### src/rtl/decoder_scan_nbit.sv
// Registered active-low N-output decoder with 74138-style enables.
// Direct mode decodes the select input; scan mode steps the active output
// from an internal divided counter for multiplexed digit/column strobing.
module decoder_scan_nbit #(
    parameter int SEL_W    = 3,
    parameter int OUT_N    = 8,
    parameter int TICK_DIV = 50000
) (
    input  logic             clk,
    input  logic             rst_n,
    input  logic             g1,
    input  logic             g2a_n,
    input  logic             g2b_n,
    input  logic             mode,
    input  logic [SEL_W-1:0] x,
    output logic [OUT_N-1:0] y_n,
    output logic [SEL_W-1:0] idx,
    output logic             active,
    output logic             wrap
);

    localparam int DIV_W = (TICK_DIV > 1) ? $clog2(TICK_DIV) : 1;
    localparam logic [DIV_W-1:0] DIV_LAST  = DIV_W'(TICK_DIV - 1);
    localparam logic [DIV_W-1:0] DIV_ONE   = DIV_W'(1);
    localparam logic [SEL_W-1:0] SCAN_LAST = SEL_W'(OUT_N - 1);
    localparam logic [SEL_W-1:0] SCAN_ONE  = SEL_W'(1);

    logic             en;
    logic             mode_q;
    logic [DIV_W-1:0] div_q;
    logic [DIV_W-1:0] div_nxt;
    logic [SEL_W-1:0] scan_q;
    logic [SEL_W-1:0] scan_nxt;
    logic [SEL_W-1:0] sel;
    logic [OUT_N-1:0] y_nxt;
    logic             wrap_nxt;
    logic             drive;

    // One-cold decode; selects at or beyond OUT_N match nothing and stay all ones.
    function automatic logic [OUT_N-1:0] decode_cold(input logic [SEL_W-1:0] s);
        logic [OUT_N-1:0] v;
        v = '1;
        for (int k = 0; k < OUT_N; k++) begin
            if (s == SEL_W'(k)) v[k] = 1'b0;
        end
        return v;
    endfunction

    assign en = g1 & ~g2a_n & ~g2b_n;

    // Next-state for divider/scan counter and the value to present on the outputs.
    always_comb begin
        div_nxt  = div_q;
        scan_nxt = scan_q;
        wrap_nxt = 1'b0;
        sel      = scan_q;
        drive    = en;
        if (!mode) begin
            // Direct decode: counters hold, idx tracks x even when disabled.
            sel = x;
        end else if (!mode_q) begin
            // Scan entry restarts from index 0; a coincident terminal count is dropped.
            div_nxt  = '0;
            scan_nxt = '0;
            sel      = '0;
        end else begin
            if (en) begin
                if (div_q == DIV_LAST) begin
                    div_nxt = '0;
                    if (scan_q == SCAN_LAST) begin
                        scan_nxt = '0;
                        wrap_nxt = 1'b1;
                    end else begin
                        scan_nxt = scan_q + SCAN_ONE;
                    end
                end else begin
                    div_nxt = div_q + DIV_ONE;
                end
            end
            sel = scan_nxt;
        end
        y_nxt = drive ? decode_cold(sel) : '1;
    end

    // Register state and outputs so every output changes only on the clock edge.
    always_ff @(posedge clk) begin
        if (!rst_n) begin
            mode_q <= 1'b0;
            div_q  <= '0;
            scan_q <= '0;
            y_n    <= '1;
            idx    <= '0;
            active <= 1'b0;
            wrap   <= 1'b0;
        end else begin
            mode_q <= mode;
            div_q  <= div_nxt;
            scan_q <= scan_nxt;
            y_n    <= y_nxt;
            idx    <= sel;
            active <= ~&y_nxt;
            wrap   <= wrap_nxt;
        end
    end

endmodule

### config.mk
export PLATFORM = sky130hd
export DESIGN_NAME = decoder_scan_nbit
export DESIGN_NICKNAME = d
export VERILOG_FILES = /design/src/rtl/decoder_scan_nbit.sv
export SDC_FILE = /design/constraint.sdc
export NUM_CORES = 1
export LEC_CHECK = 0
export CORE_AREA = 2 2 76 78
export DETAILED_ROUTE_END_ITERATION = 6
export DIE_AREA = 0 0 78 80
export GPL_ROUTABILITY_DRIVEN = 0
export PLACE_DENSITY = 0.48
export SYNTH_ARGS = -nofsm -noshare
export SYNTH_HDL_FRONTEND = slang
export SYNTH_SLANG_ARGS = --single-unit
### constraint.sdc
create_clock -name clk -period 5.3 [get_ports clk]
set_input_delay 1.59 -clock clk [delete_from_list [all_inputs] [get_ports clk]]
set_output_delay 1.59 -clock clk [all_outputs]
set_load 0.05 [all_outputs]
==> results.md, run 1 <==
* Outcome: complete, no violations
* Ys async rst share at 0%
* Mapped Nets at 189
* RSZ-0062 raised after global routing: no
* Initial antenna violation count at 0
* Crit-path cells: clkdlybuf4s50_1 > inv_1 > a211oi_4 > nand3_1 > or3_1 > a21boi_1
* Fmax at about 310 MHz
* Inserted Diodes at 0
* Die area at about 0.0062 mm^2
* Synth Cell Area at 0.001595 mm^2
* Worst setup SP type: input port
* DIE WIDTH at 78 um
* Initial Utilization at 29.51%
* DRT Pass-1 Iters at 4
* Post-route ant nets at 0
* Setup TNS at 0 ps
* I/O pins at 22
* Total wire length at roughly 3400 um
* Ys Warns at 0
* Via density at about 4.8
* Max Buffers Root-to-Sink at 2
* Final period utilization at about three fifths
* Slew @ Worst Pin at between 600 and 700 ps
* CTS tree: built
* CP top delay family: buffers and inverters
* Post-CTS Setup Repair Bufs at 0
* CTS buffer count at 5
* CP max FO at 14
* CTS clk-pin slew, worst paths at 70 ps
* Vias at around 1300
* Comb pwr share at a little under 8%
* Yosys reg bits at 33
* Worst hold-check path type: flop to flop
* Clock sink count at 33
* WP buf/inv at 2
* Post-synth EDFFs at 0
* CP required at about 5500 ps
* Cell Area, Placed at 0.001868 mm^2
* Worst Path Arrival at approximately 3500 ps
* Port Buffers at 21
* Critical path class: input port to flop
* Slew Limit Headroom at 54.91%
* H-tree levels at 2
* Vias in the first global route at between 1000 and 1500
* Net Switching at ~0.00011 W
* Grt ovf at 0
* First-pass GRT wire length at roughly 5900 um
* CP endpoint kind: flop
* GRT Total Usage at between 10 and 15%
* Chip Height at ~80 um
* Root Driver: clkbuf_8
* Layout cells sized above 1 at between 10% and 20%
* Setup violations, final at 0
* Core area at roughly 0.0054 mm^2
* Nets at 211
* Largest net degree at the start of global routing at 15
* HPWL after DPL at ~2500 um
* Ys flop type: dfxtp_1
* Cells after Synth at between 150 and 200
* Slowest stage delay, CP at 740 ps
* Syn avg cell area at 9.013 um^2
* Slowest cell on crit path: clkdlybuf4s50_1
* Hold Fails Final Rpt at 0
* Seq pwr share at ~53%
* DRC errors left at 0
* Sequential area share after synthesis at around two fifths
* VDD IR-drop max at approximately 0.14 mV
* Max cap viols at 0
* Crit path time final at 3273 ps
* Post-CTS sizing at 0
* Core Util, Final at approximately 36%
* Placed insts at between 200 and 300
* P_leak at slightly above 0.7 nW
* P per Cell Area at between 200 and 250 mW/mm^2
* Post-route cell area at approximately 0.002 mm^2
* Worst skew pair latency at about 280 ps
* Synth unique cells at 48
* Clock share of power at slightly below 40%
* Sw Ratio at 22.90%
* Clock skew after layout at 5.577 ps
* Hold-fix buffers, CTS at 0
* Internal power at approximately 0.00037 W
* Rows at 27
* WL per Instance at 12.59 um
* Slew Limit Fails at 0
* P&R area growth vs syn at 22.51%
* Non-filler cells, final at 271
* Iteration-0 DRC Markers at 23
-- tightest hold or removal path, delay by kind of cell (launching register included) --
family,cells,cell delay [ps]
flip-flops,1,330
AO/OA/AOI/OAI,1,70
buffers and inverters,1,50
-- power groups by stage --
| stage | Sequential, W | Clock, W | Combinational, W |
|---|---|---|---|
| CTS | 0.000253 | 0.000198 | 0.0000376 |
| global placement | 0.000259 | 0 | 0.0000375 |
| floorplan | 0.000262 | 0 | 0.0000194 |
| global route | 0.000253 | 0.000206 | 0.0000404 |
| finish | 0.000253 | 0.000187 | 0.0000372 |
| detailed placement | 0.000259 | 0 | 0.0000375 |
-- stage by stage --
step                      setup WS, ps  hold WS [ps]  total power [W]
final                             2027         499.7        0.0004774
after global routing              1886         523.5        0.0004995
after CTS                         2033         506.2        0.0004883
after detailed placement          1737         495.1        0.0002961
after global placement            1794         486.4        0.0002961
after floorplan                   2389         459.5        0.0002818
-- area by class of cell --
class	instances	area, um^2
repair buffers	22	217.7
flip-flops and latches	33	660.6
well taps	72	90.09
inverters	10	37.54
multi-input cells	127	862.1
fillers	574	3451
clock buffers	7	86.33
-- layout by cell type (no fill, tap or decap), types with 2 or more instances in the layout --
master,instances
nand4_1,8
o21ai_0,8
or3_1,2
clkdlybuf4s50_1,21
nor2_1,17
and2_1,4
o2bb2ai_1,2
o211a_1,2
ha_1,3
nand3_1,9
nand2_1,20
and3_1,5
clkbuf_8,6
nor2b_1,2
xor2_1,6
inv_1,10
and4_1,2
dfxtp_1,33
a21oi_1,4
nor3_1,2
o221a_2,2
a211oi_2,2
xnor2_1,4
-- registers in the layout, summed over array words and instances, names as in the netlist --
name / flops
active: 1
div_q: 16
idx: 3
mode_q: 1
wrap: 1
y_n: 8
scan_q: 3
-- per-layer routing --
metal,track usage [%],wire [um],vias to the layer above
met5,0,0,-
met4,4.737,45,0
met3,2.376,118,5
li1,-,-,671
met1,15.83,1727,590
met2,19.40,1518,27
-- synth_stat cells, types with 2 or more instances --
master     number  share of area (%)
nand3_1         9                2.8
a211oi_2        2                1.6
and2_1          4                1.6
xor2_1          6                3.3
nand4_1         8                3.1
o21ai_0         8                2.5
o2bb2ai_1       2                1.1
and4_1          2                1.1
buf_2           3               0.94
o211a_1         2                1.3
o221a_2         2                1.4
nor3_1          2               0.63
nand2_1        20                4.7
nor2b_1         2               0.78
xnor2_1         4                2.2
nor2_1         17                4.0
ha_1            3                2.4
or3_1           2               0.78
inv_1          10                2.4
a21oi_1         4                1.3
and3_1          5                2.0
clkbuf_1        2               0.47
dfxtp_1        33                 41
-- cell families (layout without fill, tap and decap cells) --
family | after synthesis | count (layout) | synth area share [%]
AOI/OAI and AO/OA | 33 | 33 | 17.41
xor gates and xnor gates | 10 | 10 | 5.490
adders and majority gates | 3 | 3 | 2.353
buffers and inverters | 17 | 39 | 4.549
DFF | 33 | 33 | 41.41
muxes | 2 | 2 | 1.568
and+or+nand+nor | 79 | 79 | 27.22
-- worst paths after layout --
check	start	endpoint	slack, ps	cells after the start
min	scan_q[1]	scan_q[1]	500	2
max	mode	div_q[9]	2030	6
max reg2reg	div_q[0]	scan_q[2]	3100	6
min reg2reg	scan_q[1]	scan_q[1]	500	2
Power figures use the tool's default switching activity.
==> run 2: changes to the inputs <==
==> constraint.sdc (replaced) <==
create_clock -name clk -period 3.35 [get_ports clk]
set_input_delay 1.005 -clock clk [delete_from_list [all_inputs] [get_ports clk]]
set_output_delay 1.005 -clock clk [all_outputs]
set_load 0.05 [all_outputs]
==> results.md, run 2 (synthesized netlist as in run 1, its figures left out) <==
* Post-CTS Setup Repair Bufs at 0
* RSZ-0062 raised after global routing: no
* Die area at between 0.006 and 0.007 mm^2
* Iteration-0 DRC Markers at 35
* Initial Utilization at around 30%
* Placed insts at between 200 and 300
* CTS clk-pin slew, worst paths at about 70 ps
* Clock sink count at 33
* GRT Total Usage at roughly an eighth
* Root Driver: clkbuf_8
* WL per Instance at approximately 12 um
* Fmax at around 390 MHz
* Setup TNS at 0 ps
* Critical path class: input port to flop
* Total wire length at 3308 um
* Final period utilization at between 70 and 80%
* Post-CTS sizing at 0
* Post-route cell area at about 0.0020 mm^2
* Slew Limit Fails at 0
* Largest net degree at the start of global routing at 15
* Nets at approximately 210
* Area of the multi-input gates at 862.1 um^2
* CP endpoint kind: flop
* Via density at roughly 4.7
* Core area at roughly 0.0054 mm^2
* First-pass GRT wire length at ~6000 um
* Layout cells sized above 1 at between 10% and 20%
* Final worst slack at ~750 ps
* Max Buffers Root-to-Sink at 2
* DRC errors left at 0
* Vias in the first global route at between 1000 and 1500
* Worst Path Arrival at about 2800 ps
* Crit path time final at approximately 2600 ps
* Crit-path cells: clkdlybuf4s50_1 > or3b_4 > a211oi_4 > nand3_1 > or3_1 > a21boi_1
* P_leak at 0.7168 nW
* DIE WIDTH at between 70 and 80 um
* Commonest cells after routing, fill and taps aside: dfxtp_1, clkdlybuf4s50_1, nand2_1
* Max cap viols at 0
* CP max FO at 6
* I/O pins at 22
* Rows at 27
* Setup slack at placement at approximately 450 ps
* Max reg flops at 16
* P per Cell Area at about 380 mW/mm^2
* Vias at about 1300
* Hold Fails Final Rpt at 0
* Worst hold-check path type: flop to flop
* VDD IR-drop max at 0.1939 mV
* Port Buffers at 21
* Slowest stage delay, CP at between 400 and 500 ps
* Cell Area, Placed at around 0.0019 mm^2
* Worst setup SP type: input port
* Chip Height at approximately 80 um
* Slowest cell on crit path: clkdlybuf4s50_1
* Clock skew after layout at 9.609 ps
* Register area at roughly 660 um^2
* CP required at between 3000 and 4000 ps
* HPWL after DPL at between 2000 and 2500 um
* Inserted Diodes at 0
* Hold-fix buffers, CTS at 0
* WHS at a little over 500 ps
* Setup violations, final at 0
* Top reg by flops: div_q
* CTS buffer count at 5
* H-tree levels at 2
* DRT Pass-1 Iters at 4
* CTS tree: built
* Worst skew pair latency at 290 ps
* Outcome: complete, no violations
* Grt ovf at 0
* Slew Limit Headroom at 59.25%
* Post-route ant nets at 0
* Non-filler cells, final at between 200 and 300
* Slew @ Worst Pin at ~600 ps
* Filler cell count at between 500 and 600
* Largest regs: div_q (16), y_n (8)
* Most common cell after layout, fill and taps aside: dfxtp_1
* P&R area growth vs syn at 23.45%
* Initial antenna violation count at 0
==> run 2: cell count changes in the layout (fill, tap and decap cells not counted), sizes merged <==
cell,delta
buf,+2
clkbuf,-2
clkinv,+2
clkinvlp,+1
==> run 2: worst paths after layout <==
check	start	cells after the start	endpoint	slack, ps
worst min-delay path	scan_q[2]	2	scan_q[2]	510
worst max-delay path	g1	6	div_q[9]	750
worst max register to register	div_q[0]	6	y_n[7]	1290
worst min register to register	scan_q[2]	2	scan_q[2]	510
==> run 2: power by group <==
group          switching, W  leakage (nW)  internal, W  total (W)
registers        0.00000401         0.267     0.000396   0.000400
clock network      0.000148        0.0439     0.000143   0.000291
logic             0.0000356         0.406    0.0000249  0.0000606
==> run 2: critical path, delay by kind of cell <==
kind / cells / cell delay (ps)
simple gates: 3 / 840
compound gates: 2 / 510
buf+inv: 1 / 460
==> run 2: layout make-up <==
cell class	count	share of cell area [%]
Multi-Input combinational cell	127	43.77
Sequential cell	33	33.55
Timing Repair Buffer	24	11.82
Tap cell	72	4.574
Clock buffer	5	3.494
Inverter	10	1.906
Clock inverter	3	0.8895
==> run 2: routing by layer <==
metal,wire [um],vias up,global-route usage (%)
li1,-,676,-
met1,1735,583,16.08
met2,1427,23,19.31
met3,105,5,3.054
met4,40,0,5.263
met5,0,-,0
==> run 2: stage by stage <==
stage	util, %	total power (W)
6_report	36.44	0.0007520
5_1_grt	36.44	0.0007912
4_1_cts	36.44	0.0007640
3_5_place_dp	34.84	0.0004703
3_3_place_gp	34.84	0.0004705
2_1_floorplan	-	0.0004458
==> run 3: changes to the inputs <==
--- a/config.mk
+++ b/config.mk
@@ -9,7 +9,7 @@
 export DETAILED_ROUTE_END_ITERATION = 6
 export DIE_AREA = 0 0 78 80
 export GPL_ROUTABILITY_DRIVEN = 0
-export PLACE_DENSITY = 0.48
+export PLACE_DENSITY = 0.5
 export SYNTH_ARGS = -nofsm -noshare
 export SYNTH_HDL_FRONTEND = slang
 export SYNTH_SLANG_ARGS = --single-unit
==> constraint.sdc (replaced) <==
create_clock -name clk -period 2.3 [get_ports clk]
set_input_delay 0.69 -clock clk [delete_from_list [all_inputs] [get_ports clk]]
set_output_delay 0.69 -clock clk [all_outputs]
set_load 0.05 [all_outputs]
==> results.md, run 3 (synthesized netlist as in run 1, its figures left out) <==
* Outcome: complete, no violations
* Max reg flops at 16
* P per Cell Area at ~630 mW/mm^2
* Worst r2r src: div_q[0]
* Worst skew pair latency at just under 300 ps
* Port Buffers at 21
* Largest regs: div_q (16), y_n (8)
* Nets at around 230
* Crit path launch: g1
* Slew Limit Headroom at between 60% and 70%
* HPWL after DPL at approximately 2700 um
* Initial Utilization at 29.51%
* Root Driver: clkbuf_8
* DRT Pass-1 Iters at 4
* Core Util, Final at 39.12%
* H-tree levels at 2
* Core area at between 0.005 and 0.006 mm^2
* Layout cells sized above 1 at 17.67%
* Commonest cells after routing, fill and taps aside: dfxtp_1, clkdlybuf4s50_1, nand2_1
* CP endpoint kind: flop
* Post-CTS sizing at 0
* Area of the multi-input gates at between 800 and 900 um^2
* RSZ-0062 raised after global routing: no
* VDD IR-drop max at about 0.32 mV
* DRC errors left at 0
* Fmax at around 460 MHz
* Grt ovf at 0
* Most common cell after layout, fill and taps aside: dfxtp_1
* Clock sink count at 33
* CP max FO at 3
* Hold Fails Final Rpt at 0
* Via density at 4.735
* Setup TNS at 0 ps
* Total wire length at 3466 um
* Initial antenna violation count at 0
* Critical path class: input port to flop
* Rows at 27
* Top reg by flops: div_q
* First-pass GRT wire length at about 6300 um
* Crit path time final at approximately 2200 ps
* Hold-fix buffers, CTS at 0
* Post-CTS Setup Repair Bufs at 0
* Worst Path Arrival at between 2000 and 2500 ps
* CTS clk-pin slew, worst paths at 70 ps
* Hold path startpoint: scan_q[2]
* Setup violations, final at 0
* Inserted Diodes at 0
* Largest net degree at the start of global routing at 12
* CTS buffer count at 5
* Worst hold-check path type: flop to flop
* Post-route ant nets at 0
* Final period utilization at a little over nine tenths
* Slew Limit Fails at 0
* Max cap viols at 0
* Clock skew after layout at 4.888 ps
* Iteration-0 DRC Markers at 43
* Max Buffers Root-to-Sink at 2
* Vias in the first global route at about 1300
* Worst setup SP type: input port
* I/O pins at 22
* P_leak at 0.8049 nW
* Register area at approximately 660 um^2
* CTS tree: built
* P&R area growth vs syn at 32.55%
* DIE WIDTH at ~80 um
* Chip Height at roughly 80 um
* Filler cell count at between 500 and 600
* GRT Total Usage at roughly 13%
* Vias at about 1400
* CP required at ~2500 ps
* WL per Instance at 12.08 um
* Die area at between 0.006 and 0.007 mm^2
* Slew @ Worst Pin at roughly 500 ps
[run 3: cell types whose count changed in the layout (fill, tap and decap cells not counted), sizes merged]
cell and change:
clkinv -1, buf +13, clkinvlp -1, bufinv +2
[run 3: path summary, 6_finish.rpt]
kind	endpoint	slack [ps]	cells past startpoint
worst min-delay path	scan_q[2]	510	2
worst max register to register	y_n[4]	270	7
worst min register to register	scan_q[2]	510	2
worst max-delay path	div_q[9]	120	6
[run 3: layer usage]
| layer | global-route usage, % | part of all wire (%) |
|---|---|---|
| met4 | 4.211 | 1.2 |
| met3 | 4.299 | 5.3 |
| met1 | 15.61 | 47 |
| met2 | 21.64 | 47 |
| met5 | 0 | 0 |
[run 3: power breakdown]
group	internal (W)	total [W]	switching, W
sequential	0.000577	0.000583	0.00000582
clock	0.000430	0.000652	0.000221
combinational	0.0000466	0.000100	0.0000536
total	0.00105	0.00133	0.000281
[run 3: final cells by class]
| cell class | instances | share of cell area (%) |
|---|---|---|
| Multi-Input combinational cell | 127 | 40.77 |
| Inverter | 10 | 1.775 |
| Clock buffer | 5 | 3.254 |
| Timing Repair Buffer | 37 | 15.62 |
| Tap cell | 72 | 4.260 |
| Sequential cell | 33 | 31.24 |
| Clock inverter | 3 | 3.077 |
[run 3: critical path, stage by stage]
cell             delay, ps
clkdlybuf4s50_1        460
or3b_4                 420
a211oi_4               280
nand3_1                 90
or3_1                  310
a21boi_1               140
[run 3: per-stage QoR]
step	hold slack (ps)	setup slack (ps)	std cells	power, W	instance area, um^2
finish	507.0	122.5	287	0.001335	2115
global route	535.7	25.30	287	0.001389	2115
CTS	515.3	121.5	287	0.001352	2115
detailed placement	501.7	-176.7	279	0.0006966	1981
global placement	491.9	-161.7	279	0.0006972	1981
floorplan	459.5	289.4	177	0.0006493	1595
==> patch 1: new RTL, config.mk and constraints of run 1 <==
`OUT_N`: 8 -> 7.
--- a/src/rtl/decoder_scan_nbit.sv
+++ b/src/rtl/decoder_scan_nbit.sv
@@ -3,7 +3,7 @@
 // from an internal divided counter for multiplexed digit/column strobing.
 module decoder_scan_nbit #(
     parameter int SEL_W    = 3,
-    parameter int OUT_N    = 8,
+    parameter int OUT_N    = 7,
     parameter int TICK_DIV = 50000
 ) (
     input  logic             clk,
Interface: changed (resized y_n); port bits go from 22 to 21. No check against the original RTL was run, so the function may have changed too.
==> patch 1 against run 1 <==
  * Synthesized area down 4.2%
  * Worst setup slack got worse by 0.50 ns
  * Power decreased by 0.91%
  * Sequential cell count fell by 1
  * Cell area shrank 2.8%
  * Utilization down 1.0 points
  * Largest cell class unchanged
  * Count of clock-buffer cells in the layout is 1 lower
  * Routed wire length rose by 6.1%
==> patch 1: results (changes against run 1) <==
- Total Nets Final: 202 (-4.3%)
- Worst min path class: flip-flop to flip-flop
- Skew final: 0.00343 ns (-0.00214 ns)
- Sequential fraction of the synthesis area: 0.419 (+0.00487)
- Layout cells sized above 1: 0.104 (-0.00190)
- Leak: 0.000605 uW (-15%)
- Wire per inst: 13.7 um (+8.5%)
- Global-route wire length before repair: 6160 um (+3.6%)
- Max VDD drop: 0.0796 mV (-44%)
- CP Data Arrival Time: 3.94 ns (+0.46 ns)
- PortBufs: 20 (-4.8%)
- CTS buffer count: 5 (unchanged)
- Placed insts: 257 (-2.7%)
- Setup Total Neg Slack: 0 ns (unchanged)
- Pre-CTS setup slack: 1.21 ns (-0.527 ns)
- CP max stage cell: nor3b_1
- Non-filler cells, final: 265 (-2.2%)
- Status: finished, final reports clean
- Antenna cells: 0 (unchanged)
- Crit path largest cell delay: 0.67 ns (-0.07 ns)
- Clock Root Buffer: clkbuf_8
- Most instantiated cells after synthesis: dfxtp_1, nor2_1, nand2_1
- Total GRT Usage: 0.126 (+0.00560)
- Clk_lat worst skew: 0.28 ns (about the same)
- Largest net degree at the start of global routing: 15 (unchanged)
- Routed via count: 1303 (+0.77%)
- CP Max Fanout: 9 (-5)
- Ys async rst share: 0 (unchanged)
- Syn Nets: 180 (-4.8%)
- Placed Area: 1810 sq um (-3.3%)
- Postcts setup bufs: 0 (unchanged)
- Area contributors post-synth: dfxtp_1, nor2_1, nand2_1
- Initial DRC count: 37 (+61%)
- Largest regs: div_q (16), y_n (7)
- Clk slew on worst S/H paths: 0.06 ns
- CP top delay family: simple AND/OR/NAND/NOR gates
- Hpwl dp: 2670 um (+6.2%)
- Clk buf depth: 2 (unchanged)
- First-pass iteration count of the detailed router: 4 (unchanged)
- Cell count after synthesis: 170 (-4.0%)
- Fillers: 560 (-2.4%)
- Synth unique cells: 43 (-10%)
- Relative slew slack: 0.365 (-0.184)
[patch 1: changes by cell type in the layout (fill, tap and decap cells not counted), moves of 3 or more]
cell      before  now
nand3b_1       1    4
nor4_1         1    6
and3_1         5    2
or4_1          0    4
nand2_1       20   14
a21boi_0       0    5
inv_1         10    2
o21a_1         1    6
[patch 1: final cells by class]
class,count,area (sq um),share of cell area
repair buffers,22,215,0.113
flip-flops and latches,32,641,0.337
clock inverters,2,10.0,0.00527
inverters,2,7.51,0.00395
multi-input cells,129,853,0.449
well taps,72,90.1,0.0474
clock buffers,6,82.6,0.0435
[patch 1: final timing paths]
path,start,endpoint,slack (ns),depth (start not counted)
hold reg to reg,div_q[1],div_q[1],0.51,2
setup / recovery,g1,active,1.53,6
hold / removal,div_q[1],div_q[1],0.51,2
setup reg to reg,div_q[6],idx[1],2.68,5
[patch 1: power breakdown]
group	switching [uW]	internal, uW
clock	86.6	103
combinational	22.1	16.0
sequential	1.96	243
total	111	362
[patch 1: kinds of logic after synthesis]
| family | count (synthesis) | share of synthesized area |
|---|---|---|
| and+or+nand+nor | 80 | 0.303 |
| buffers and inverters | 9 | 0.0229 |
| DFF | 32 | 0.419 |
| muxes | 1 | 0.00736 |
| xor gates and xnor gates | 11 | 0.0630 |
| AOI/OAI and AO/OA | 36 | 0.177 |
| adders and majority gates | 1 | 0.00818 |
[patch 1: routing by layer]
metal | GRT usage | up-vias | part of all wire
met5 | 0 | - | 0
met4 | 0.0491 | 0 | 0.016
met2 | 0.225 | 24 | 0.48
li1 | - | 666 | -
met1 | 0.145 | 607 | 0.46
met3 | 0.0305 | 6 | 0.040
[patch 1: tightest hold or removal path, delay by kind of cell (launching register included)]
kind               cells  cell delay, ns
DFF                    1            0.33
AOI/OAI and AO/OA      1            0.06
and+or+nand+nor        1            0.06
==> patch 2: new RTL, config.mk and constraints of run 1 <==
Made on the original files. Add an input register stage for `g1`, `g2a_n`, `g2b_n`, `mode` and `x`, with the module's reset; this delays them by one clock.
--- a/src/rtl/decoder_scan_nbit.sv
+++ b/src/rtl/decoder_scan_nbit.sv
@@ -25,6 +25,28 @@
     localparam logic [SEL_W-1:0] SCAN_LAST = SEL_W'(OUT_N - 1);
     localparam logic [SEL_W-1:0] SCAN_ONE  = SEL_W'(1);
 
+    logic g1_q;
+    logic g2a_n_q;
+    logic g2b_n_q;
+    logic mode_r;
+    logic [SEL_W-1:0] x_q;
+
+    always_ff @(posedge clk) begin
+        if (!rst_n) begin
+            g1_q    <= '0;
+            g2a_n_q <= '0;
+            g2b_n_q <= '0;
+            mode_r  <= '0;
+            x_q     <= '0;
+        end else begin
+            g1_q    <= g1;
+            g2a_n_q <= g2a_n;
+            g2b_n_q <= g2b_n;
+            mode_r  <= mode;
+            x_q     <= x;
+        end
+    end
+
     logic             en;
     logic             mode_q;
     logic [DIV_W-1:0] div_q;
@@ -46,7 +68,7 @@
         return v;
     endfunction
 
-    assign en = g1 & ~g2a_n & ~g2b_n;
+    assign en = g1_q & ~g2a_n_q & ~g2b_n_q;
 
     // Next-state for divider/scan counter and the value to present on the outputs.
     always_comb begin
@@ -55,9 +77,9 @@
         wrap_nxt = 1'b0;
         sel      = scan_q;
         drive    = en;
-        if (!mode) begin
+        if (!mode_r) begin
             // Direct decode: counters hold, idx tracks x even when disabled.
-            sel = x;
+            sel = x_q;
         end else if (!mode_q) begin
             // Scan entry restarts from index 0; a coincident terminal count is dropped.
             div_nxt  = '0;
@@ -93,7 +115,7 @@
             active <= 1'b0;
             wrap   <= 1'b0;
         end else begin
-            mode_q <= mode;
+            mode_q <= mode_r;
             div_q  <= div_nxt;
             scan_q <= scan_nxt;
             y_n    <= y_nxt;
Function: changed (Yosys sat finds a counterexample within 4 cycles, from zero or initial values and one cycle with rst_n low).
==> patch 2 against run 1 <==
  * Sequential cell count rose by 7
  * Count of clock-buffer cells in the layout is 1 lower
  * Sequential power is 22% higher
  * Global-route usage rose by 1.8 points
  * Die area stayed put
  * Via count is 8.4% higher
  * Cell area grew 6.9%
  * Synthesized area is 8.7% higher
  * Routed wire length increased by 11%
  * Power increased by 11%
  * Worst setup slack better by 0.27 ns
==> patch 2: results (changes against run 1) <==
- Synth Area per Inst: 9.42 sq um (+4.6%)
- Total Nets Final: 220 (+4.3%)
- Area contributors post-synth: dfxtp_1, nand3_1, nor2_1
- Non-filler cells, final: 280 (+3.3%)
- Initial DRC count: 61 (+170%)
- Global-route wire length before repair: 6750 um (+13%)
- Met2 wire length: 1890 um (+25%)
- Status: finished, final reports clean
- Hpwl dp: 2880 um (+14%)
- CP Data Arrival Time: 1.41 ns (-2.07 ns)
- Total GRT Usage: 0.138 (+0.0180)
- CP Max Fanout: 1 (-13)
- Skew final: 0.00334 ns (-0.00223 ns)
- Power Total: 531 uW (+11%)
- Syn Nets: 196 (+3.7%)
- M1 WL: 1670 um (-3.5%)
- Total detailed-routing wirelength: 3800 um (+11%)
- Synth Area in Adders: 0.0216 (-0.00188)
- Max VDD drop: 0.0762 mV (-46%)
- Crit path largest cell delay: 0.80 ns (+0.06 ns)
- Grt met3 use: 0.0373 (+0.0136)
- Fillers: 559 (-2.6%)
- Synth Area in XOR/XNOR: 0.0455 (-0.00945)
- Post-synthesis compound-gate area fraction: 0.128 (-0.0457)
- Placed insts: 273 (+3.4%)
- Routed vias/inst: 5.01 (+4.9%)
- Switch share: 0.230 (+0.00139)
-- patch 2: metrics by stage --
stage,area (sq um),hold slack (ns)
global route,2090,0.541
global placement,2010,0.474
CTS,2090,0.501
floorplan,1730,0.436
detailed placement,2010,0.490
finish,2090,0.491
-- patch 2: path summary, 6_finish.rpt --
path | cells past startpoint | slack (ns) | from | to
worst min register to register | 2 | 0.49 | scan_q[1] | scan_q[1]
worst max-delay path | 1 | 2.30 | y_n[0] | y_n[0]
worst min-delay path | 2 | 0.49 | scan_q[1] | scan_q[1]
worst max register to register | 5 | 2.82 | g2a_n_q | div_q[8]
-- patch 2: cell type report --
type	instances	area (sq um)	share of cell area
multi-input combinational	131	876	0.419
sequential	40	801	0.383
timing repair buffer	21	210	0.101
tap	72	90.1	0.0431
clock buffer	6	72.6	0.0348
inverter	9	33.8	0.0162
clock inverter	1	5.00	0.00240
-- patch 2: cells by family after synthesis --
group | count (synthesis)
simple gates | 91
compound gates | 27
xor+xnor | 9
fa+ha+maj | 3
buf+inv | 13
flops | 40
mux | 1
